===== config.mk =====
export PLATFORM = sky130hd
export DESIGN_NAME = ps2_key_decoder
export DESIGN_NICKNAME = d
export VERILOG_FILES = /design/src/rtl/ps2_pkg.sv /design/src/rtl/ps2_evt_fifo.sv /design/src/rtl/ps2_key_decoder.sv
export SDC_FILE = /design/constraint.sdc
export NUM_CORES = 1
export LEC_CHECK = 0
export ABC_AREA = 1
export CAP_MARGIN = 20
export CORE_UTILIZATION = 35
export CTS_CLUSTER_DIAMETER = 30
export DETAILED_ROUTE_END_ITERATION = 7
export GPL_TIMING_DRIVEN = 1
export HOLD_SLACK_MARGIN = 0.02
export PLACE_DENSITY = 0.52
export SLEW_MARGIN = 20
export SYNTH_ARGS = -nofsm -noshare
export SYNTH_HDL_FRONTEND = slang
export SYNTH_SLANG_ARGS = --single-unit

===== constraint.sdc =====
create_clock -name clk -period 5.6 [get_ports clk]
set_input_delay 0.84 -clock clk [delete_from_list [all_inputs] [get_ports clk]]
set_output_delay 0.84 -clock clk [all_outputs]
set_load 0.02 [all_outputs]

===== src/rtl/ps2_pkg.sv =====
// ---------------------------------------------------------------------------
// ps2_pkg
// Shared types and constants for the PS/2 keyboard front end:
//   rx_state_t   - receiver FSM state (also the debug view of the FSM)
//   SC_*         - prefix bytes and extended arrow scan codes
//   ps2_evt_t    - decoded key event {code[7:0], ext, brk}, 10 bits packed
//   arrow_mask() - maps a scan code to its bit in the held-arrow bitmap
// ---------------------------------------------------------------------------
package ps2_pkg;

    typedef enum logic [1:0] {
        RX_IDLE   = 2'd0,
        RX_DATA   = 2'd1,
        RX_PARITY = 2'd2,
        RX_STOP   = 2'd3
    } rx_state_t;

    localparam logic [7:0] SC_EXT   = 8'hE0;
    localparam logic [7:0] SC_BRK   = 8'hF0;
    localparam logic [7:0] SC_UP    = 8'h75;
    localparam logic [7:0] SC_LEFT  = 8'h6B;
    localparam logic [7:0] SC_DOWN  = 8'h72;
    localparam logic [7:0] SC_RIGHT = 8'h74;

    typedef struct packed {
        logic [7:0] code;
        logic       ext;
        logic       brk;
    } ps2_evt_t;

    // Bitmap order is {up, left, down, right}; non-arrow codes map to 0.
    function automatic logic [3:0] arrow_mask(input logic [7:0] code);
        case (code)
            SC_UP:    arrow_mask = 4'b1000;
            SC_LEFT:  arrow_mask = 4'b0100;
            SC_DOWN:  arrow_mask = 4'b0010;
            SC_RIGHT: arrow_mask = 4'b0001;
            default:  arrow_mask = 4'b0000;
        endcase
    endfunction

endpackage


===== src/rtl/ps2_evt_fifo.sv =====
// ---------------------------------------------------------------------------
// ps2_evt_fifo
// Synchronous show-ahead FIFO. The head entry is driven on rd_data whenever
// the FIFO is not empty (zero when empty). Writes while full are ignored
// unless a read happens in the same cycle; there is no write-to-read bypass.
// Ports:
//   clk, reset      - clock, asynchronous active-high reset
//   wr_en, wr_data  - push request and data
//   rd_en           - pop the head entry (ignored when empty)
//   rd_data         - head entry
//   full, empty     - occupancy flags
// ---------------------------------------------------------------------------
module ps2_evt_fifo #(
    parameter int WIDTH = 10,
    parameter int DEPTH = 8
) (
    input  logic             clk,
    input  logic             reset,
    input  logic             wr_en,
    input  logic [WIDTH-1:0] wr_data,
    input  logic             rd_en,
    output logic [WIDTH-1:0] rd_data,
    output logic             full,
    output logic             empty
);

    localparam int AW = $clog2(DEPTH);
    localparam logic [AW:0] PTR_ONE = 1;

    logic [WIDTH-1:0] mem [DEPTH];
    logic [AW:0]      wr_ptr;
    logic [AW:0]      rd_ptr;
    logic             do_wr;
    logic             do_rd;

    // Pointers carry one extra wrap bit to tell full from empty.
    assign empty = (wr_ptr == rd_ptr);
    assign full  = (wr_ptr[AW] != rd_ptr[AW]) &&
                   (wr_ptr[AW-1:0] == rd_ptr[AW-1:0]);

    assign do_rd = rd_en && !empty;
    assign do_wr = wr_en && (!full || do_rd);

    assign rd_data = empty ? '0 : mem[rd_ptr[AW-1:0]];

    always_ff @(posedge clk) begin
        if (do_wr) begin
            mem[wr_ptr[AW-1:0]] <= wr_data;
        end
    end

    always_ff @(posedge clk or posedge reset) begin
        if (reset) begin
            wr_ptr <= '0;
            rd_ptr <= '0;
        end else begin
            if (do_wr) begin
                wr_ptr <= wr_ptr + PTR_ONE;
            end
            if (do_rd) begin
                rd_ptr <= rd_ptr + PTR_ONE;
            end
        end
    end

endmodule


===== src/rtl/ps2_key_decoder.sv =====
// ---------------------------------------------------------------------------
// ps2_key_decoder
// PS/2 keyboard front end: synchronises and glitch-filters the raw pins,
// receives 11-bit frames with parity/stop checking and a watchdog, folds
// E0/F0 prefixes into event flags, queues events in a show-ahead FIFO and
// keeps a held-state bitmap of the four extended arrow keys.
// Ports:
//   clk, reset          - system clock, asynchronous active-high reset
//   ps2_clk, ps2_data   - raw asynchronous PS/2 pins
//   evt_valid/evt_ready - event handshake (see below)
//   evt_code/ext/brk    - head event fields
//   arrows              - held flags {up, left, down, right}
//   frame_err           - one-cycle pulse on bad frame or watchdog timeout
//   overflow            - one-cycle pulse when an event is dropped
//
// Handshake: evt_valid is high while an event sits at the FIFO head and the
// head fields are stable while it stays high. An event is consumed on every
// clock edge where evt_valid and evt_ready are both high; the next head
// event shows up in the following cycle. evt_valid never depends on
// evt_ready.
// ---------------------------------------------------------------------------
module ps2_key_decoder
    import ps2_pkg::*;
#(
    parameter int FILTER_LEN = 8,
    parameter int TIMEOUT    = 28375,
    parameter int FIFO_DEPTH = 8
) (
    input  logic       clk,
    input  logic       reset,
    input  logic       ps2_clk,
    input  logic       ps2_data,
    output logic       evt_valid,
    input  logic       evt_ready,
    output logic [7:0] evt_code,
    output logic       evt_ext,
    output logic       evt_brk,
    output logic [3:0] arrows,
    output logic       frame_err,
    output logic       overflow
);

    localparam int FW = $clog2(FILTER_LEN + 1);
    localparam int WW = $clog2(TIMEOUT + 1);
    localparam logic [FW-1:0] FILT_LAST  = FW'(FILTER_LEN - 1);
    localparam logic [FW-1:0] FILT_ONE   = 1;
    localparam logic [WW-1:0] WD_LIMIT   = WW'(TIMEOUT);
    localparam logic [WW-1:0] WD_ONE     = 1;

    // ---------------- input stage: index 0 = clock pin, 1 = data pin
    logic [1:0]    sync1;
    logic [1:0]    sync2;
    logic [1:0]    filt;
    logic [FW-1:0] filt_cnt [2];
    logic          filt_clk_q;
    logic          fall;

    always_ff @(posedge clk or posedge reset) begin
        if (reset) begin
            sync1       <= 2'b11;
            sync2       <= 2'b11;
            filt        <= 2'b11;
            filt_cnt[0] <= '0;
            filt_cnt[1] <= '0;
            filt_clk_q  <= 1'b1;
        end else begin
            sync1      <= {ps2_data, ps2_clk};
            sync2      <= sync1;
            filt_clk_q <= filt[0];
            for (int i = 0; i < 2; i++) begin
                // Any sample equal to the current level restarts the run.
                if (sync2[i] != filt[i]) begin
                    if (filt_cnt[i] == FILT_LAST) begin
                        filt[i]     <= sync2[i];
                        filt_cnt[i] <= '0;
                    end else begin
                        filt_cnt[i] <= filt_cnt[i] + FILT_ONE;
                    end
                end else begin
                    filt_cnt[i] <= '0;
                end
            end
        end
    end

    assign fall = filt_clk_q && !filt[0];

    // ---------------- receiver FSM with watchdog
    rx_state_t     state;
    logic [2:0]    bit_cnt;
    logic [7:0]    rx_shift;
    logic          rx_parity;
    logic          frame_done;
    logic          frame_ok;
    logic [WW-1:0] wd_cnt;
    logic          wd_expire;

    // A falling edge in the expiry cycle still counts as progress.
    assign wd_expire = (state != RX_IDLE) && !fall && (wd_cnt == WD_LIMIT);

    always_ff @(posedge clk or posedge reset) begin
        if (reset) begin
            state      <= RX_IDLE;
            bit_cnt    <= '0;
            rx_shift   <= '0;
            rx_parity  <= 1'b0;
            frame_done <= 1'b0;
            frame_ok   <= 1'b0;
            wd_cnt     <= '0;
        end else begin
            frame_done <= 1'b0;

            if (fall || state == RX_IDLE) begin
                wd_cnt <= '0;
            end else if (wd_cnt != WD_LIMIT) begin
                wd_cnt <= wd_cnt + WD_ONE;
            end

            if (wd_expire) begin
                state <= RX_IDLE;
            end else if (fall) begin
                case (state)
                    RX_IDLE: begin
                        if (!filt[1]) begin
                            state   <= RX_DATA;
                            bit_cnt <= '0;
                        end
                    end
                    RX_DATA: begin
                        rx_shift <= {filt[1], rx_shift[7:1]};
                        bit_cnt  <= bit_cnt + 3'd1;
                        if (bit_cnt == 3'd7) begin
                            state <= RX_PARITY;
                        end
                    end
                    RX_PARITY: begin
                        rx_parity <= filt[1];
                        state     <= RX_STOP;
                    end
                    RX_STOP: begin
                        frame_done <= 1'b1;
                        frame_ok   <= (^{rx_shift, rx_parity}) && filt[1];
                        state      <= RX_IDLE;
                    end
                    default: state <= RX_IDLE;
                endcase
            end
        end
    end

    // ---------------- prefix folding
    logic     ext_f;
    logic     brk_f;
    logic     push_stb;
    ps2_evt_t push_evt;

    always_ff @(posedge clk or posedge reset) begin
        if (reset) begin
            ext_f     <= 1'b0;
            brk_f     <= 1'b0;
            push_stb  <= 1'b0;
            push_evt  <= '0;
            frame_err <= 1'b0;
        end else begin
            push_stb  <= 1'b0;
            frame_err <= 1'b0;
            if (wd_expire || (frame_done && !frame_ok)) begin
                frame_err <= 1'b1;
                ext_f     <= 1'b0;
                brk_f     <= 1'b0;
            end else if (frame_done) begin
                // rx_shift is untouched until the next start bit's data,
                // so it still holds the finished byte here.
                if (rx_shift == SC_EXT) begin
                    ext_f <= 1'b1;
                end else if (rx_shift == SC_BRK) begin
                    brk_f <= 1'b1;
                end else begin
                    push_stb      <= 1'b1;
                    push_evt.code <= rx_shift;
                    push_evt.ext  <= ext_f;
                    push_evt.brk  <= brk_f;
                    ext_f         <= 1'b0;
                    brk_f         <= 1'b0;
                end
            end
        end
    end

    // ---------------- event FIFO, overflow and arrow bitmap
    ps2_evt_t head_evt;
    logic     fifo_full;
    logic     fifo_empty;
    logic     fifo_pop;
    logic [3:0] push_mask;

    assign evt_valid = !fifo_empty;
    assign fifo_pop  = evt_valid && evt_ready;
    assign evt_code  = head_evt.code;
    assign evt_ext   = head_evt.ext;
    assign evt_brk   = head_evt.brk;
    assign push_mask = arrow_mask(push_evt.code);

    ps2_evt_fifo #(
        .WIDTH (10),
        .DEPTH (FIFO_DEPTH)
    ) u_fifo (
        .clk     (clk),
        .reset   (reset),
        .wr_en   (push_stb),
        .wr_data (push_evt),
        .rd_en   (fifo_pop),
        .rd_data (head_evt),
        .full    (fifo_full),
        .empty   (fifo_empty)
    );

    always_ff @(posedge clk or posedge reset) begin
        if (reset) begin
            overflow <= 1'b0;
            arrows   <= '0;
        end else begin
            // A pop in the same cycle frees the slot the push needs.
            overflow <= push_stb && fifo_full && !fifo_pop;
            // The bitmap tracks key state even when the event is dropped.
            if (push_stb && push_evt.ext) begin
                if (push_evt.brk) begin
                    arrows <= arrows & ~push_mask;
                end else begin
                    arrows <= arrows | push_mask;
                end
            end
        end
    end

endmodule


Word level (Yosys, flattened, before mapping)
Memories as Yosys holds them, arrays and structs flattened. Cells that the tools add are included.

Flip-flop bits (word level): 73. Memory bits (writable): 80. Input port bits: 5. Output and inout port bits: 17. Word-level logic and storage cells: 135. Memories: 1.

Add/sub/neg operators: 6. Equal/unequal tests: 24. Muxes and demuxes: 34. Bitwise operators: 7. Reductions and logical operators: 38.

Memory list: u_fifo.mem (words 8, width 10, rd ports 1, clocked after memory_dff 0, wr ports 1, RTL line ps2_evt_fifo.sv:30) `logic [WIDTH-1:0] mem [DEPTH];`.

Operator list (number): == test 8 x 7 -> 1 bit (second input constant) (4); two-way mux 15 bit (2); two-way mux 4 bit (5); two-way mux 1 bit (18); adder 4 x 1 -> 4 bit (second input constant) (4); == test 8 bit (second input constant) (2); one-hot mux 4 bit (4 select lines) (1); adder 15 x 1 -> 15 bit (second input constant) (1); == test 15 bit (second input constant) (1); inequality test 15 bit (second input constant) (1); logical AND 1 bit (12); AND reduction 3 bit (4); two-way mux 10 bit (1); nonzero test 2 bit (5); inequality test 3 bit (second input constant) (3); XOR reduction 9 bit (1); == test 4 x 3 -> 1 bit (second input constant) (2); two-way mux 2 bit (4); one-hot mux 2 bit (4 select lines) (1); AND reduction 2 bit (4); AND reduction 4 bit (2); zero test 1 bit (6); one-hot mux 3 bit (2 select lines) (1); bitwise AND 4 bit (1); 14 further kinds (23).

Depth between registers and ports, before layout
Gate-level depths: netlist (run 1).

Depth after elaboration: 8. Depth in mapped cells: 10.

Modules after synthesis
A second synthesis (run 1) with hierarchy kept.

Cell total of the unflattened synthesis: 704. Area total of the unflattened synthesis: 6960.4 sq um.

By module, submodules not included: ps2_evt_fifo (instances 1, cells each 318, area each 3741.1 sq um); ps2_key_decoder (instances 1, cells each 386, area each 3219.3 sq um).

Worst setup path after synthesis (run 1)
Ideal clock, no wire load.

Path kind: reg2out. Start: register u_fifo.rd_ptr[1]. End: output evt_brk. Arrival: 1447 ps. Required time: 4760 ps. Slack: 3313 ps. Stages on the path, launching flop included: 9. Cell sequence: dfrtp_1 buf_2 xnor2_1 nand2_1 nor2_2 nand2_1 buf_2 o21ai_0 nor2_1.

Cells in the longest elaborated chain, start to end: 2. Elaborated cells on any way between the ends: 3. Classes of those cells: 1 x eq/ne; 1 x mux; 1 x memory.

RTL lines: start: declaration (RTL line ps2_evt_fifo.sv:32) `logic [AW:0] rd_ptr;`; start signal: assignment (RTL line ps2_evt_fifo.sv:61) `rd_ptr <= rd_ptr + PTR_ONE;`; memory read (8 x 10 bit) / == test 4 bit (equally long branches); two-way mux 10 bit (*) (RTL line ps2_evt_fifo.sv:44) `assign rd_data = empty ? '0 : mem[rd_ptr[AW-1:0]];`; end: declaration (RTL line ps2_key_decoder.sv:37) `output logic evt_brk,`.

Every way passes the cells marked *; elsewhere a longest branch is shown, timed or not.

Final worst setup path (run 1)
Start: register u_fifo.rd_ptr[1]. End: output evt_code[4].

Cells in the longest elaborated chain, start to end: 2. Elaborated cells on any way between the ends: 3. Classes of those cells: 1 x eq/ne; 1 x mux; 1 x memory.

RTL lines: memory read (8 x 10 bit) / == test 4 bit (equally long branches); two-way mux 10 bit (*) (RTL line ps2_evt_fifo.sv:44); end: declaration (RTL line ps2_key_decoder.sv:35) `output logic [7:0] evt_code,`.

Marked as above.

==> results of run 1 <==
## cell usage in the layout (no fill, tap or decap), types with 14 or more instances in the layout
master,n
nand3_1,31
dfrtp_1,66
o21ai_0,76
nor2_1,113
clkdlybuf4s50_1,21
inv_1,59
nand2_1,131
edfxtp_1,80
clkbuf_16,17
a21oi_1,14
## area by class of cell
class                   count  share of cell area [%]
flip-flops and latches    153                    53.7
multi-input cells         450                    28.3
clock buffers              19                    5.74
well taps                 260                    4.12
repair buffers             25                    3.05
inverters                  63                    3.01
clock inverters            13                    2.09
## flip-flops by register name, indices dropped and copies added, names as in the netlist, 2 cells and up, named ones only
name,cells
bit_cnt,3
filt,2
filt_cnt,8
push_evt,10
rx_shift,8
state,2
sync1,2
sync2,2
u_fifo.mem,80
u_fifo.rd_ptr,4
u_fifo.wr_ptr,4
wd_cnt,15
## metal layers
layer | GRT usage (%) | up-vias | wire length (um)
met5 | 0 | - | 0
met4 | 4.46 | 0 | 136
met3 | 3.84 | 14 | 537
met2 | 25.2 | 82 | 6750
met1 | 19.3 | 2253 | 6230
li1 | - | 2346 | -
## logic make-up (layout without fill, tap and decap cells)
logic type	count (synthesis)	after routing	share of synthesized area, %
xor+xnor	15	15	1.94
fa+ha+maj	11	11	2.03
simple gates	318	318	20.1
buf+inv	84	120	4.94
flops	153	153	62.5
compound gates	105	105	8.37
mux	1	1	0.166
## how the worst min path moves through the flow
| stage | start | end | slack [ps] |
|---|---|---|---|
| 6_report | sync1[1]$_DFF_PP1_ | sync2[1]$_DFF_PP1_ | 360 |
| 4_1_cts | sync1[1]$_DFF_PP1_ | sync2[1]$_DFF_PP1_ | 360 |
| 3_3_place_gp | sync1[0]$_DFF_PP1_ | sync2[0]$_DFF_PP1_ | 350 |
| 2_1_floorplan | sync1[0]$_DFF_PP1_ | sync2[0]$_DFF_PP1_ | 350 |
| 5_1_grt | sync1[1]$_DFF_PP1_ | sync2[1]$_DFF_PP1_ | 360 |
| 3_5_place_dp | sync1[0]$_DFF_PP1_ | sync2[0]$_DFF_PP1_ | 350 |
## metrics by stage
stage / hold WS [ps] / setup slack [ps]
after floorplan: 345 / 2920
after global placement: 346 / 2190
after detailed placement: 347 / 2150
after CTS: 356 / 1680
after global routing: 361 / 1480
final: 355 / 1750
## report_power, final
| group | switching, mW | total (mW) | internal (mW) |
|---|---|---|---|
| Combinational | 0.606 | 0.981 | 0.376 |
| Sequential | 0.0961 | 1.36 | 1.26 |
| Clock | 0.462 | 1.19 | 0.729 |
## worst max-delay path: stages (launching register included)
cell and delay [ps]:
dfrtp_1 630, buf_4 390, xnor2_1 100, nand2_1 90, nor2_2 50, nand2_1 360
o21ai_0 170, nor2_1 170, clkdlybuf4s50_1 620
==> impl_results.html, run 1 <==
<table>
<tr><th>Metric</th><th>Value</th></tr>
<tr><th colspan="2">Outcome</th></tr>
<tr><td>Outcome</td><td>complete, no violations</td></tr>
<tr><th colspan="2">Setup path</th></tr>
<tr><td>Critical path class</td><td>reg -&gt; out</td></tr>
<tr><td>Endpoint of the worst-slack reg-to-reg timing path</td><td>u_fifo.mem[2][3]$_DFFE_PP_</td></tr>
<tr><td>Nature of the critical path startpoint</td><td>register</td></tr>
<tr><td>CP required</td><td>4760 ps</td></tr>
<tr><td>Reg-to-reg startpoint</td><td>u_fifo.rd_ptr[1]$_DFFE_PP0P_</td></tr>
<tr><td>Crit. Startpoint</td><td>u_fifo.rd_ptr[1]$_DFFE_PP0P_</td></tr>
<tr><td>Capturing instance or port of the critical path</td><td>evt_code[4]</td></tr>
<tr><td>Arrival time at the worst endpoint</td><td>3010 ps</td></tr>
<tr><td>Largest fanout of any net on the critical path</td><td>30</td></tr>
<tr><td>Register-to-register path setup slack</td><td>2840 ps</td></tr>
<tr><td>Path depth of the worst reg2reg path</td><td>7</td></tr>
<tr><td>Kind of capture point of the worst setup path</td><td>output port</td></tr>
<tr><th colspan="2">Timing</th></tr>
<tr><td>Top achievable clock speed</td><td>260 MHz</td></tr>
<tr><td>Unrepaired setup endpoints after global routing</td><td>no</td></tr>
<tr><td>Part of the cycle the worst path needs</td><td>68.8%</td></tr>
<tr><td>Final hold violation count</td><td>0</td></tr>
<tr><td>Accumulated negative setup slack</td><td>0 ps</td></tr>
<tr><td>Setup-failing EPs final</td><td>0</td></tr>
<tr><td>Max Slew Vio Count</td><td>0</td></tr>
<tr><td>Slew at the pin with the worst max-slew slack</td><td>989 ps</td></tr>
<tr><td>Post-layout min period</td><td>3850 ps</td></tr>
<tr><td>Worst slew slack as a fraction of its limit</td><td>33.7%</td></tr>
<tr><td>Worst-case clock skew</td><td>6.89 ps</td></tr>
<tr><th colspan="2">Logic synthesis</th></tr>
<tr><td>Prevailing post-synth register cell</td><td>edfxtp_1</td></tr>
<tr><td>Average instance area after synthesis</td><td>9.87 sq um</td></tr>
<tr><td>Most used standard cells in the synthesized netlist</td><td>nand2_1 (131), nor2_1 (116), edfxtp_1 (80), o21ai_0 (76), dfrtp_1 (66)</td></tr>
<tr><td>Netlist cell types</td><td>35</td></tr>
<tr><td>Share of the yosys chip area belonging to registers</td><td>62.5%</td></tr>
<tr><td>Post-synthesis async set-or-reset flop share</td><td>47.7%</td></tr>
<tr><td>EDFF count, synth</td><td>80</td></tr>
<tr><td>Most used standard cell by instance count after synthesis</td><td>nand2_1</td></tr>
<tr><td>Fraction of synthesized cell area taken by the top area cell type</td><td>35.4%</td></tr>
<tr><td>Yosys warnings</td><td>0</td></tr>
<tr><td>Syn nets</td><td>703</td></tr>
<tr><td>Cell type with the largest total area after synthesis</td><td>edfxtp_1</td></tr>
<tr><td>Mapped Cells</td><td>687</td></tr>
<tr><td>Area of the mapped netlist</td><td>6780 sq um</td></tr>
<tr><td>Leading cell types by total area after synthesis</td><td>edfxtp_1 (35%), dfrtp_1 (24%), nand2_1 (7.2%)</td></tr>
<tr><td>Total of flip-flops plus latches after synthesis</td><td>153</td></tr>
<tr><th colspan="2">Pwr</th></tr>
<tr><td>Pwr dens</td><td>448 nW/um^2</td></tr>
<tr><td>Leakage power</td><td>3.20 nW</td></tr>
<tr><td>VDD IR-drop max</td><td>220 uV</td></tr>
<tr><td>Total chip power</td><td>3.53 mW</td></tr>
<tr><th colspan="2">Floorplan</th></tr>
<tr><td>Vertical die dimension</td><td>141 um</td></tr>
<tr><td>Starting density of the core</td><td>36.0%</td></tr>
<tr><td>I/O pin count</td><td>22</td></tr>
<tr><td>CORE AREA</td><td>18800 sq um</td></tr>
<tr><td>Die Wd</td><td>141 um</td></tr>
<tr><td>Row cnt</td><td>50</td></tr>
<tr><td>Die area</td><td>19900 sq um</td></tr>
<tr><th colspan="2">Global route</th></tr>
<tr><td>First-pass GRT wire length</td><td>23300 um</td></tr>
<tr><td>Total overflow reported by the global router</td><td>0</td></tr>
<tr><td>Pin count of the biggest net entering global routing</td><td>47</td></tr>
<tr><td>Via count of the first global-routing pass</td><td>4610</td></tr>
<tr><td>GRT Resource Usage Total</td><td>15.1%</td></tr>
<tr><td>Antenna violations before repair</td><td>0</td></tr>
<tr><th colspan="2">Clocking</th></tr>
<tr><td>Num CTS Buffers</td><td>17</td></tr>
<tr><td>Number of setup buffers added after CTS</td><td>0</td></tr>
<tr><td>Worst-Skew Late Latency</td><td>420 ps</td></tr>
<tr><td>CTS Sinks</td><td>153</td></tr>
<tr><td>H-tree Lvls</td><td>4</td></tr>
<tr><td>Post-cts resize count</td><td>0</td></tr>
<tr><td>CTS tree</td><td>done</td></tr>
<tr><td>Register clock-pin slew on the reported worst setup and hold paths</td><td>60 ps</td></tr>
<tr><td>Clk root buf</td><td>clkbuf_16</td></tr>
<tr><td>CTS hold repair buffers</td><td>0</td></tr>
<tr><td>Number of buffers on the longest clock path</td><td>2</td></tr>
<tr><th colspan="2">Finish</th></tr>
<tr><td>Layout-stage area growth over the synthesis result</td><td>16.3%</td></tr>
<tr><td>Finished Cell Area</td><td>7890 sq um</td></tr>
<tr><td>Final Util</td><td>41.9%</td></tr>
<tr><td>Sequential cell area</td><td>4240 sq um</td></tr>
<tr><td>Fillers</td><td>1804</td></tr>
<tr><td>Diodes inserted</td><td>0</td></tr>
<tr><td>Total Nets Final</td><td>726</td></tr>
<tr><td>Ratio of cells with drive above 1 in the final layout</td><td>9.41%</td></tr>
<tr><td>Area used by multi-input combinational logic</td><td>2230 sq um</td></tr>
<tr><td>Non-filler cells in the finished layout</td><td>983</td></tr>
<tr><th colspan="2">Routing</th></tr>
<tr><td>Count of TritonRoute iterations in the first routing pass</td><td>7</td></tr>
<tr><td>Drc violations</td><td>0</td></tr>
<tr><td>Wire length per cell after detailed routing</td><td>13.9 um</td></tr>
<tr><td>Number of nets still failing antenna checks after routing</td><td>0</td></tr>
<tr><td>Vias after detailed routing</td><td>4695</td></tr>
<tr><td>Total routed wirelength</td><td>13700 um</td></tr>
<tr><td>Via-to-Cell Ratio</td><td>4.78</td></tr>
<tr><td>Initial DRC count</td><td>253</td></tr>
<tr><th colspan="2">Placement</th></tr>
<tr><td>Number of input and output port buffers inserted</td><td>21</td></tr>
<tr><td>Final HPWL DP</td><td>9000 um</td></tr>
<tr><td>Number of cells in the design after placement</td><td>951</td></tr>
<tr><td>Placed inst area</td><td>7270 sq um</td></tr>
<tr><td>Weighted congestion at the end of routability-driven global placement</td><td>0.773</td></tr>
<tr><th colspan="2">Min path</th></tr>
<tr><td>Kind of path behind the tightest hold check</td><td>reg -&gt; reg</td></tr>
<tr><td>Worst hold path stage count</td><td>0</td></tr>
<tr><th colspan="2">Flow run</th></tr>
<tr><td>Max-Cap Viols</td><td>0</td></tr>
</table>
No activity file was read; power rests on OpenSTA's default activity.
==> run 2: changes to the inputs <==
--- a/config.mk
+++ b/config.mk
@@ -12,7 +12,7 @@
 export DETAILED_ROUTE_END_ITERATION = 7
 export GPL_TIMING_DRIVEN = 1
 export HOLD_SLACK_MARGIN = 0.02
-export PLACE_DENSITY = 0.52
+export PLACE_DENSITY = 0.54
 export SLEW_MARGIN = 20
 export SYNTH_ARGS = -nofsm -noshare
 export SYNTH_HDL_FRONTEND = slang
==> constraint.sdc (replaced) <==
create_clock -name clk -period 3.4 [get_ports clk]
set_input_delay 0.51 -clock clk [delete_from_list [all_inputs] [get_ports clk]]
set_output_delay 0.51 -clock clk [all_outputs]
set_load 0.02 [all_outputs]
==> impl_results.html, run 2 (same netlist as run 1, synthesis figures left out) <==
<table>
<tr><th>Metric</th><th>Value</th></tr>
<tr><th colspan="2">Finish</th></tr>
<tr><td>Commonest non-fill, non-tap cell in the layout</td><td>nand2_1</td></tr>
<tr><td>Total Nets Final</td><td>738 (+1.7%)</td></tr>
<tr><td>Area used by multi-input combinational logic</td><td>2210 sq um (-0.79%)</td></tr>
<tr><td>Most used cells in the layout excluding fill and tap cells</td><td>nand2_1 (131), nor2_1 (116), edfxtp_1 (80)</td></tr>
<tr><td>Ratio of cells with drive above 1 in the final layout</td><td>9.93% (+0.53 points)</td></tr>
<tr><td>Layout-stage area growth over the synthesis result</td><td>17.3%</td></tr>
<tr><td>Largest register FFs</td><td>80 (unchanged)</td></tr>
<tr><td>Non-filler cells in the finished layout</td><td>995 (+1.2%)</td></tr>
<tr><td>Sequential cell area</td><td>4240 sq um (unchanged)</td></tr>
<tr><td>Fillers</td><td>1813 (+0.50%)</td></tr>
<tr><td>Diodes inserted</td><td>0 (unchanged)</td></tr>
<tr><th colspan="2">Routing</th></tr>
<tr><td>Count of TritonRoute iterations in the first routing pass</td><td>4 (-3)</td></tr>
<tr><td>Via-to-Cell Ratio</td><td>4.70 (-1.6%)</td></tr>
<tr><td>Total routed wirelength</td><td>13400 um (-2.1%)</td></tr>
<tr><td>Vias after detailed routing</td><td>4677 (-0.38%)</td></tr>
<tr><td>Wire length per cell after detailed routing</td><td>13.4 um (-3.3%)</td></tr>
<tr><td>Number of nets still failing antenna checks after routing</td><td>0 (unchanged)</td></tr>
<tr><td>Initial DRC count</td><td>327 (+29%)</td></tr>
<tr><td>Drc violations</td><td>0 (unchanged)</td></tr>
<tr><th colspan="2">Setup path</th></tr>
<tr><td>Critical path class</td><td>reg -&gt; out</td></tr>
<tr><td>Largest fanout of any net on the critical path</td><td>36 (+20%)</td></tr>
<tr><td>Maximum single-stage delay on the critical path</td><td>610 ps (-20 ps)</td></tr>
<tr><td>Cell mode on critical path</td><td>o21ai_0</td></tr>
<tr><td>Cells traversed along the worst timing path</td><td>buf_4 &gt; o21ai_0 &gt; o21ai_0 &gt; o21ai_0 &gt; nor2_1 &gt; clkdlybuf4s50_1</td></tr>
<tr><td>Arrival time at the worst endpoint</td><td>2560 ps (-450 ps)</td></tr>
<tr><td>Critical-path cell with the highest stage delay</td><td>clkdlybuf4s50_1</td></tr>
<tr><td>Nature of the critical path startpoint</td><td>register</td></tr>
<tr><td>CP required</td><td>2890 ps (-1870 ps)</td></tr>
<tr><td>Kind of capture point of the worst setup path</td><td>output port</td></tr>
<tr><th colspan="2">Pwr</th></tr>
<tr><td>Total chip power</td><td>5.82 mW (+65%)</td></tr>
<tr><td>Switching power total</td><td>1.93 mW (+66%)</td></tr>
<tr><td>Switch share</td><td>33.1% (+0.13 points)</td></tr>
<tr><td>Pwr dens</td><td>731 nW/um^2 (+63%)</td></tr>
<tr><td>Sequential power share</td><td>38.1% (-0.3 points)</td></tr>
<tr><td>VDD IR-drop max</td><td>365 uV (+66%)</td></tr>
<tr><td>Combinational cell fraction of total power</td><td>28.5% (+0.7 points)</td></tr>
<tr><td>Leakage power</td><td>3.22 nW (+0.84%)</td></tr>
<tr><td>Portion of total power attributed to the clock network</td><td>33.4% (-0.4 points)</td></tr>
<tr><td>Internal portion of total power</td><td>3.89 mW (+65%)</td></tr>
<tr><th colspan="2">Timing</th></tr>
<tr><td>Top achievable clock speed</td><td>326 MHz</td></tr>
<tr><td>Unrepaired setup endpoints after global routing</td><td>no</td></tr>
<tr><td>Max Slew Vio Count</td><td>0 (unchanged)</td></tr>
<tr><td>Part of the cycle the worst path needs</td><td>90.1%</td></tr>
<tr><td>Final hold violation count</td><td>0 (unchanged)</td></tr>
<tr><td>Setup-failing EPs final</td><td>0 (unchanged)</td></tr>
<tr><td>Slew at the pin with the worst max-slew slack</td><td>871 ps (-118 ps)</td></tr>
<tr><td>Accumulated negative setup slack</td><td>0 ps (unchanged)</td></tr>
<tr><td>Worst-case clock skew</td><td>7.32 ps (+0.431 ps)</td></tr>
<tr><td>Worst slew slack as a fraction of its limit</td><td>41.6% (+7.9 points)</td></tr>
<tr><td>Worst Slack Setup Final</td><td>335 ps (-1410 ps)</td></tr>
<tr><td>Post-layout min period</td><td>3070 ps</td></tr>
<tr><th colspan="2">Placement</th></tr>
<tr><td>Weighted congestion at the end of routability-driven global placement</td><td>0.812 (+5.1%)</td></tr>
<tr><td>Number of input and output port buffers inserted</td><td>21 (unchanged)</td></tr>
<tr><td>Number of cells in the design after placement</td><td>963 (+1.3%)</td></tr>
<tr><td>Place WS</td><td>780 ps (-1370 ps)</td></tr>
<tr><td>Final HPWL DP</td><td>9210 um (+2.4%)</td></tr>
<tr><th colspan="2">Clocking</th></tr>
<tr><td>H-tree Lvls</td><td>4 (unchanged)</td></tr>
<tr><td>Worst-Skew Late Latency</td><td>420 ps (about the same)</td></tr>
<tr><td>Num CTS Buffers</td><td>17 (unchanged)</td></tr>
<tr><td>CTS hold repair buffers</td><td>0 (unchanged)</td></tr>
<tr><td>Clk root buf</td><td>clkbuf_16</td></tr>
<tr><td>Post-cts resize count</td><td>0 (unchanged)</td></tr>
<tr><td>CTS tree</td><td>done</td></tr>
<tr><td>Register clock-pin slew on the reported worst setup and hold paths</td><td>60 ps (about the same)</td></tr>
<tr><td>Number of buffers on the longest clock path</td><td>2 (unchanged)</td></tr>
<tr><td>CTS Sinks</td><td>153 (unchanged)</td></tr>
<tr><td>Number of setup buffers added after CTS</td><td>0 (unchanged)</td></tr>
<tr><th colspan="2">Floorplan</th></tr>
<tr><td>CORE AREA</td><td>18800 sq um (unchanged)</td></tr>
<tr><td>Vertical die dimension</td><td>141 um (unchanged)</td></tr>
<tr><td>Die area</td><td>19900 sq um (unchanged)</td></tr>
<tr><td>Row cnt</td><td>50 (unchanged)</td></tr>
<tr><td>Die Wd</td><td>141 um (unchanged)</td></tr>
<tr><td>Starting density of the core</td><td>36.0% (unchanged)</td></tr>
<tr><td>I/O pin count</td><td>22 (unchanged)</td></tr>
<tr><th colspan="2">Global route</th></tr>
<tr><td>Pin count of the biggest net entering global routing</td><td>37 (-21%)</td></tr>
<tr><td>Via count of the first global-routing pass</td><td>4455 (-3.4%)</td></tr>
<tr><td>Total overflow reported by the global router</td><td>0 (unchanged)</td></tr>
<tr><td>First-pass GRT wire length</td><td>22400 um (-4.0%)</td></tr>
<tr><td>GRT Resource Usage Total</td><td>14.6% (-0.43 points)</td></tr>
<tr><td>Antenna violations before repair</td><td>0 (unchanged)</td></tr>
<tr><th colspan="2">Min path</th></tr>
<tr><td>Kind of path behind the tightest hold check</td><td>reg -&gt; reg</td></tr>
<tr><th colspan="2">Outcome</th></tr>
<tr><td>Outcome</td><td>complete, no violations</td></tr>
<tr><th colspan="2">Flow run</th></tr>
<tr><td>Max-Cap Viols</td><td>0 (unchanged)</td></tr>
</table>
run 2: cell count changes in the layout (fill, tap and decap cells not counted), sizes merged:
cell | before | now
buf | 4 | 16
inv | 66 | 68
clkinvlp | 1 | 4
clkbuf | 19 | 17
clkinv | 6 | 3
run 2: path summary, 6_finish.rpt:
| kind | depth (start not counted) | end | from | slack [ps] |
|---|---|---|---|---|
| hold reg to reg | 0 | sync2[1]$_DFF_PP1_ | sync1[1]$_DFF_PP1_ | 360 |
| setup / recovery | 6 | evt_code[1] | u_fifo.rd_ptr[1]$_DFFE_PP0P_ | 330 |
| hold / removal | 0 | sync2[1]$_DFF_PP1_ | sync1[1]$_DFF_PP1_ | 360 |
| max in group asynchronous | 3 | filt[0]$_DFFE_PP1P_ | reset | 2030 |
| setup reg to reg | 6 | bit_cnt[2]$_DFFE_PP0P_ | state[1]$_DFFE_PP0P_ | 1570 |
| min in group asynchronous | 2 | overflow$_DFF_PP0_ | reset | 510 |
run 2: worst max-delay path, delay by kind of cell, from the launching register on:
kind            cells  cell delay (ps)
buf+inv             2             1000
flops               1              500
simple gates        1              130
compound gates      3              490
run 2: per-layer routing:
layer | up-vias | wire length [um] | global-route usage [%]
li1 | 2364 | - | -
met1 | 2230 | 6280 | 18.6
met5 | - | 0 | 0
met2 | 72 | 6470 | 23.8
met3 | 11 | 499 | 4.35
met4 | 0 | 109 | 4.86
run 2: metrics by stage:
| step | hold slack [ps] | area [sq um] | util, % |
|---|---|---|---|
| after floorplan | 345 | 6780 | - |
| after global placement | 345 | 7340 | 39.0 |
| after detailed placement | 347 | 7340 | 39.0 |
| after CTS | 356 | 7960 | 42.3 |
| after global routing | 364 | 7960 | 42.3 |
| final | 357 | 7960 | 42.3 |
run 2: area by class of cell:
cell class	count	area share, %
inverter	63	2.97
timing repair buffer	37	4.15
tap	260	4.09
clock buffer	17	5.35
multi-input combinational	450	27.8
clock inverter	15	2.39
sequential	153	53.3
run 2: power by group through the flow:
| stage | Sequential [mW] | Clock (mW) | Combinational, mW |
|---|---|---|---|
| global placement | 2.24 | 0 | 1.63 |
| global route | 2.24 | 2.09 | 1.85 |
| CTS | 2.22 | 1.99 | 1.67 |
| finish | 2.22 | 1.95 | 1.66 |
| floorplan | 2.20 | 0 | 1.17 |
| detailed placement | 2.25 | 0 | 1.67 |
==> run 3: changes to the inputs <==
==> constraint.sdc (replaced) <==
create_clock -name clk -period 3.4 [get_ports clk]
set_input_delay 0.51 -clock clk [delete_from_list [all_inputs] [get_ports clk]]
set_output_delay 0.51 -clock clk [all_outputs]
set_load 0.1 [all_outputs]
==> impl_results.html, run 3 (same netlist as run 1, synthesis figures left out) <==
<table>
<tr><th>Metric</th><th>Value</th></tr>
<tr><th colspan="2">Finish</th></tr>
<tr><td>Layout-stage area growth over the synthesis result</td><td>17.0%</td></tr>
<tr><td>Ratio of cells with drive above 1 in the final layout</td><td>10.2% (+0.23 points)</td></tr>
<tr><td>Fillers</td><td>1793 (-1.1%)</td></tr>
<tr><td>Non-filler cells in the finished layout</td><td>988 (-0.70%)</td></tr>
<tr><td>Final Util</td><td>42.1% (-0.11 points)</td></tr>
<tr><td>Most used cells in the layout excluding fill and tap cells</td><td>nand2_1 (131), nor2_1 (116), edfxtp_1 (80)</td></tr>
<tr><td>Sequential cell area</td><td>4240 sq um (unchanged)</td></tr>
<tr><td>Total Nets Final</td><td>731 (-0.95%)</td></tr>
<tr><td>Area used by multi-input combinational logic</td><td>2210 sq um (unchanged)</td></tr>
<tr><td>Largest register FFs</td><td>80 (unchanged)</td></tr>
<tr><td>Finished Cell Area</td><td>7940 sq um (-0.27%)</td></tr>
<tr><td>Diodes inserted</td><td>0 (unchanged)</td></tr>
<tr><td>Commonest non-fill, non-tap cell in the layout</td><td>nand2_1</td></tr>
<tr><th colspan="2">Routing</th></tr>
<tr><td>Drc violations</td><td>0 (unchanged)</td></tr>
<tr><td>Wire length per cell after detailed routing</td><td>13.2 um (-1.8%)</td></tr>
<tr><td>Number of nets still failing antenna checks after routing</td><td>0 (unchanged)</td></tr>
<tr><td>Count of TritonRoute iterations in the first routing pass</td><td>4 (unchanged)</td></tr>
<tr><td>Via-to-Cell Ratio</td><td>4.62 (-1.8%)</td></tr>
<tr><td>Initial DRC count</td><td>280 (-14%)</td></tr>
<tr><td>Total routed wirelength</td><td>13000 um (-2.4%)</td></tr>
<tr><td>Vias after detailed routing</td><td>4562 (-2.5%)</td></tr>
<tr><th colspan="2">Placement</th></tr>
<tr><td>Number of input and output port buffers inserted</td><td>21 (unchanged)</td></tr>
<tr><td>Place WS</td><td>914 ps (+134 ps)</td></tr>
<tr><td>Final HPWL DP</td><td>8980 um (-2.5%)</td></tr>
<tr><td>Placed inst area</td><td>7400 sq um (+0.78%)</td></tr>
<tr><td>Weighted congestion at the end of routability-driven global placement</td><td>0.829 (+2.0%)</td></tr>
<tr><td>Number of cells in the design after placement</td><td>956 (-0.73%)</td></tr>
<tr><th colspan="2">Setup path</th></tr>
<tr><td>Arrival time at the worst endpoint</td><td>2230 ps (-330 ps)</td></tr>
<tr><td>Largest fanout of any net on the critical path</td><td>14 (-61%)</td></tr>
<tr><td>Register-to-register path setup slack</td><td>1090 ps (-480 ps)</td></tr>
<tr><td>Reg-to-reg startpoint</td><td>u_fifo.rd_ptr[2]$_DFFE_PP0P_</td></tr>
<tr><td>Critical-path cell with the highest stage delay</td><td>dfrtp_1</td></tr>
<tr><td>Maximum single-stage delay on the critical path</td><td>610 ps (about the same)</td></tr>
<tr><td>CP bufs+invs</td><td>1 (-1)</td></tr>
<tr><td>Critical path class</td><td>reg -&gt; out</td></tr>
<tr><td>Endpoint of the worst-slack reg-to-reg timing path</td><td>u_fifo.mem[6][3]$_DFFE_PP_</td></tr>
<tr><td>Nature of the critical path startpoint</td><td>register</td></tr>
<tr><td>Cells traversed along the worst timing path</td><td>xor2_1 &gt; nor2_2 &gt; nand2_1 &gt; o21ai_0 &gt; nor2_1 &gt; buf_12</td></tr>
<tr><td>Path depth of the worst reg2reg path</td><td>5 (-1)</td></tr>
<tr><td>CP required</td><td>2890 ps (about the same)</td></tr>
<tr><td>Kind of capture point of the worst setup path</td><td>output port</td></tr>
<tr><td>Kind of cell adding the most delay to the critical path</td><td>simple AND/OR/NAND/NOR gates</td></tr>
<tr><th colspan="2">Global route</th></tr>
<tr><td>Antenna violations before repair</td><td>0 (unchanged)</td></tr>
<tr><td>Pin count of the biggest net entering global routing</td><td>41 (+11%)</td></tr>
<tr><td>GRT Resource Usage Total</td><td>14.5% (-0.14 points)</td></tr>
<tr><td>First-pass GRT wire length</td><td>22400 um (+0.13%)</td></tr>
<tr><td>Total overflow reported by the global router</td><td>0 (unchanged)</td></tr>
<tr><td>Via count of the first global-routing pass</td><td>4669 (+4.8%)</td></tr>
<tr><th colspan="2">Timing</th></tr>
<tr><td>Post-layout min period</td><td>2740 ps (-323 ps)</td></tr>
<tr><td>Hold slack final</td><td>356 ps (-0.721 ps)</td></tr>
<tr><td>Part of the cycle the worst path needs</td><td>80.6% (-9.5 points)</td></tr>
<tr><td>Worst-case clock skew</td><td>6.18 ps (-1.14 ps)</td></tr>
<tr><td>Top achievable clock speed</td><td>365 MHz (+12%)</td></tr>
<tr><td>Accumulated negative setup slack</td><td>0 ps (unchanged)</td></tr>
<tr><td>Unrepaired setup endpoints after global routing</td><td>no</td></tr>
<tr><td>Max Slew Vio Count</td><td>0 (unchanged)</td></tr>
<tr><td>Final hold violation count</td><td>0 (unchanged)</td></tr>
<tr><td>Worst Slack Setup Final</td><td>658 ps (+323 ps)</td></tr>
<tr><td>Setup-failing EPs final</td><td>0 (unchanged)</td></tr>
<tr><td>Slew at the pin with the worst max-slew slack</td><td>977 ps (+106 ps)</td></tr>
<tr><td>Worst slew slack as a fraction of its limit</td><td>34.6% (-7.0 points)</td></tr>
<tr><th colspan="2">Clocking</th></tr>
<tr><td>H-tree Lvls</td><td>4 (unchanged)</td></tr>
<tr><td>Post-cts resize count</td><td>0 (unchanged)</td></tr>
<tr><td>Register clock-pin slew on the reported worst setup and hold paths</td><td>60 ps (about the same)</td></tr>
<tr><td>CTS tree</td><td>done</td></tr>
<tr><td>Clk root buf</td><td>clkbuf_16</td></tr>
<tr><td>Number of buffers on the longest clock path</td><td>2 (unchanged)</td></tr>
<tr><td>Number of setup buffers added after CTS</td><td>0 (unchanged)</td></tr>
<tr><td>Worst-Skew Late Latency</td><td>410 ps (about the same)</td></tr>
<tr><td>CTS Sinks</td><td>153 (unchanged)</td></tr>
<tr><td>CTS hold repair buffers</td><td>0 (unchanged)</td></tr>
<tr><td>Num CTS Buffers</td><td>17 (unchanged)</td></tr>
<tr><th colspan="2">Pwr</th></tr>
<tr><td>Switch share</td><td>40.9% (+7.8 points)</td></tr>
<tr><td>Internal portion of total power</td><td>3.94 mW (+1.2%)</td></tr>
<tr><td>Total chip power</td><td>6.67 mW (+15%)</td></tr>
<tr><td>VDD IR-drop max</td><td>522 uV (+43%)</td></tr>
<tr><td>Portion of total power attributed to the clock network</td><td>25.3% (-8.1 points)</td></tr>
<tr><td>Switching power total</td><td>2.73 mW (+41%)</td></tr>
<tr><td>Sequential power share</td><td>33.1% (-5.0 points)</td></tr>
<tr><td>Combinational cell fraction of total power</td><td>41.5% (+13 points)</td></tr>
<tr><td>Pwr dens</td><td>840 nW/um^2 (+15%)</td></tr>
<tr><td>Leakage power</td><td>3.20 nW (-0.59%)</td></tr>
<tr><th colspan="2">Floorplan</th></tr>
<tr><td>Die Wd</td><td>141 um (unchanged)</td></tr>
<tr><td>CORE AREA</td><td>18800 sq um (unchanged)</td></tr>
<tr><td>I/O pin count</td><td>22 (unchanged)</td></tr>
<tr><td>Starting density of the core</td><td>36.0% (unchanged)</td></tr>
<tr><td>Row cnt</td><td>50 (unchanged)</td></tr>
<tr><td>Die area</td><td>19900 sq um (unchanged)</td></tr>
<tr><td>Vertical die dimension</td><td>141 um (unchanged)</td></tr>
<tr><th colspan="2">Flow run</th></tr>
<tr><td>Max-Cap Viols</td><td>0 (unchanged)</td></tr>
<tr><th colspan="2">Min path</th></tr>
<tr><td>Endpoint with the worst hold slack</td><td>sync2[0]$_DFF_PP1_</td></tr>
<tr><td>Worst hold path stage count</td><td>0 (unchanged)</td></tr>
<tr><td>Kind of path behind the tightest hold check</td><td>reg -&gt; reg</td></tr>
<tr><td>Hold path startpoint</td><td>sync1[0]$_DFF_PP1_</td></tr>
<tr><th colspan="2">Outcome</th></tr>
<tr><td>Outcome</td><td>complete, no violations</td></tr>
</table>
run 3: cell count changes in the layout (fill, tap and decap cells not counted), sizes merged:
cell / previous run / this run
clkdlybuf4s50: 21 / 10
clkbuf: 17 / 23
clkinvlp: 4 / 5
bufinv: 3 / 0
buf: 16 / 20
inv: 68 / 64
run 3: how the worst max path moves through the flow:
stage | to | cells after the start | start
2_1_floorplan | evt_brk | 8 | u_fifo.rd_ptr[1]$_DFFE_PP0P_
3_3_place_gp | u_fifo.mem[6][4]$_DFFE_PP_ | 5 | evt_ready
3_5_place_dp | u_fifo.mem[4][3]$_DFFE_PP_ | 5 | evt_ready
4_1_cts | evt_code[2] | 6 | u_fifo.rd_ptr[2]$_DFFE_PP0P_
5_1_grt | evt_code[2] | 6 | u_fifo.rd_ptr[2]$_DFFE_PP0P_
6_report | evt_code[2] | 6 | u_fifo.rd_ptr[2]$_DFFE_PP0P_
run 3: layout make-up:
| class | instances | area share, % |
|---|---|---|
| clock buffer | 23 | 5.90 |
| inverter | 63 | 2.98 |
| clock inverter | 9 | 0.867 |
| timing repair buffer | 30 | 4.89 |
| sequential | 153 | 53.4 |
| tap | 260 | 4.10 |
| multi-input combinational | 450 | 27.9 |
run 3: worst reg2reg max path, delay by kind of cell (launching register included):
| family | cells | cell delay (ps) |
|---|---|---|
| and+or+nand+nor | 4 | 1110 |
| xor gates and xnor gates | 1 | 220 |
| DFF | 1 | 610 |
run 3: power by group through the flow:
stage                     clock [mW]  sequential, mW  combinational (mW)
final                           1.69            2.21                2.77
after global routing            1.81            2.23                2.98
after CTS                       1.74            2.21                2.79
after detailed placement           0            2.25                2.79
after global placement             0            2.24                2.77
after floorplan                    0            2.20                1.97
run 3: metal layers:
layer | global-route usage [%] | share of wire [%]
met1 | 17.7 | 46
met2 | 25.2 | 50
met3 | 3.36 | 3.0
met4 | 4.98 | 0.61
met5 | 0 | 0
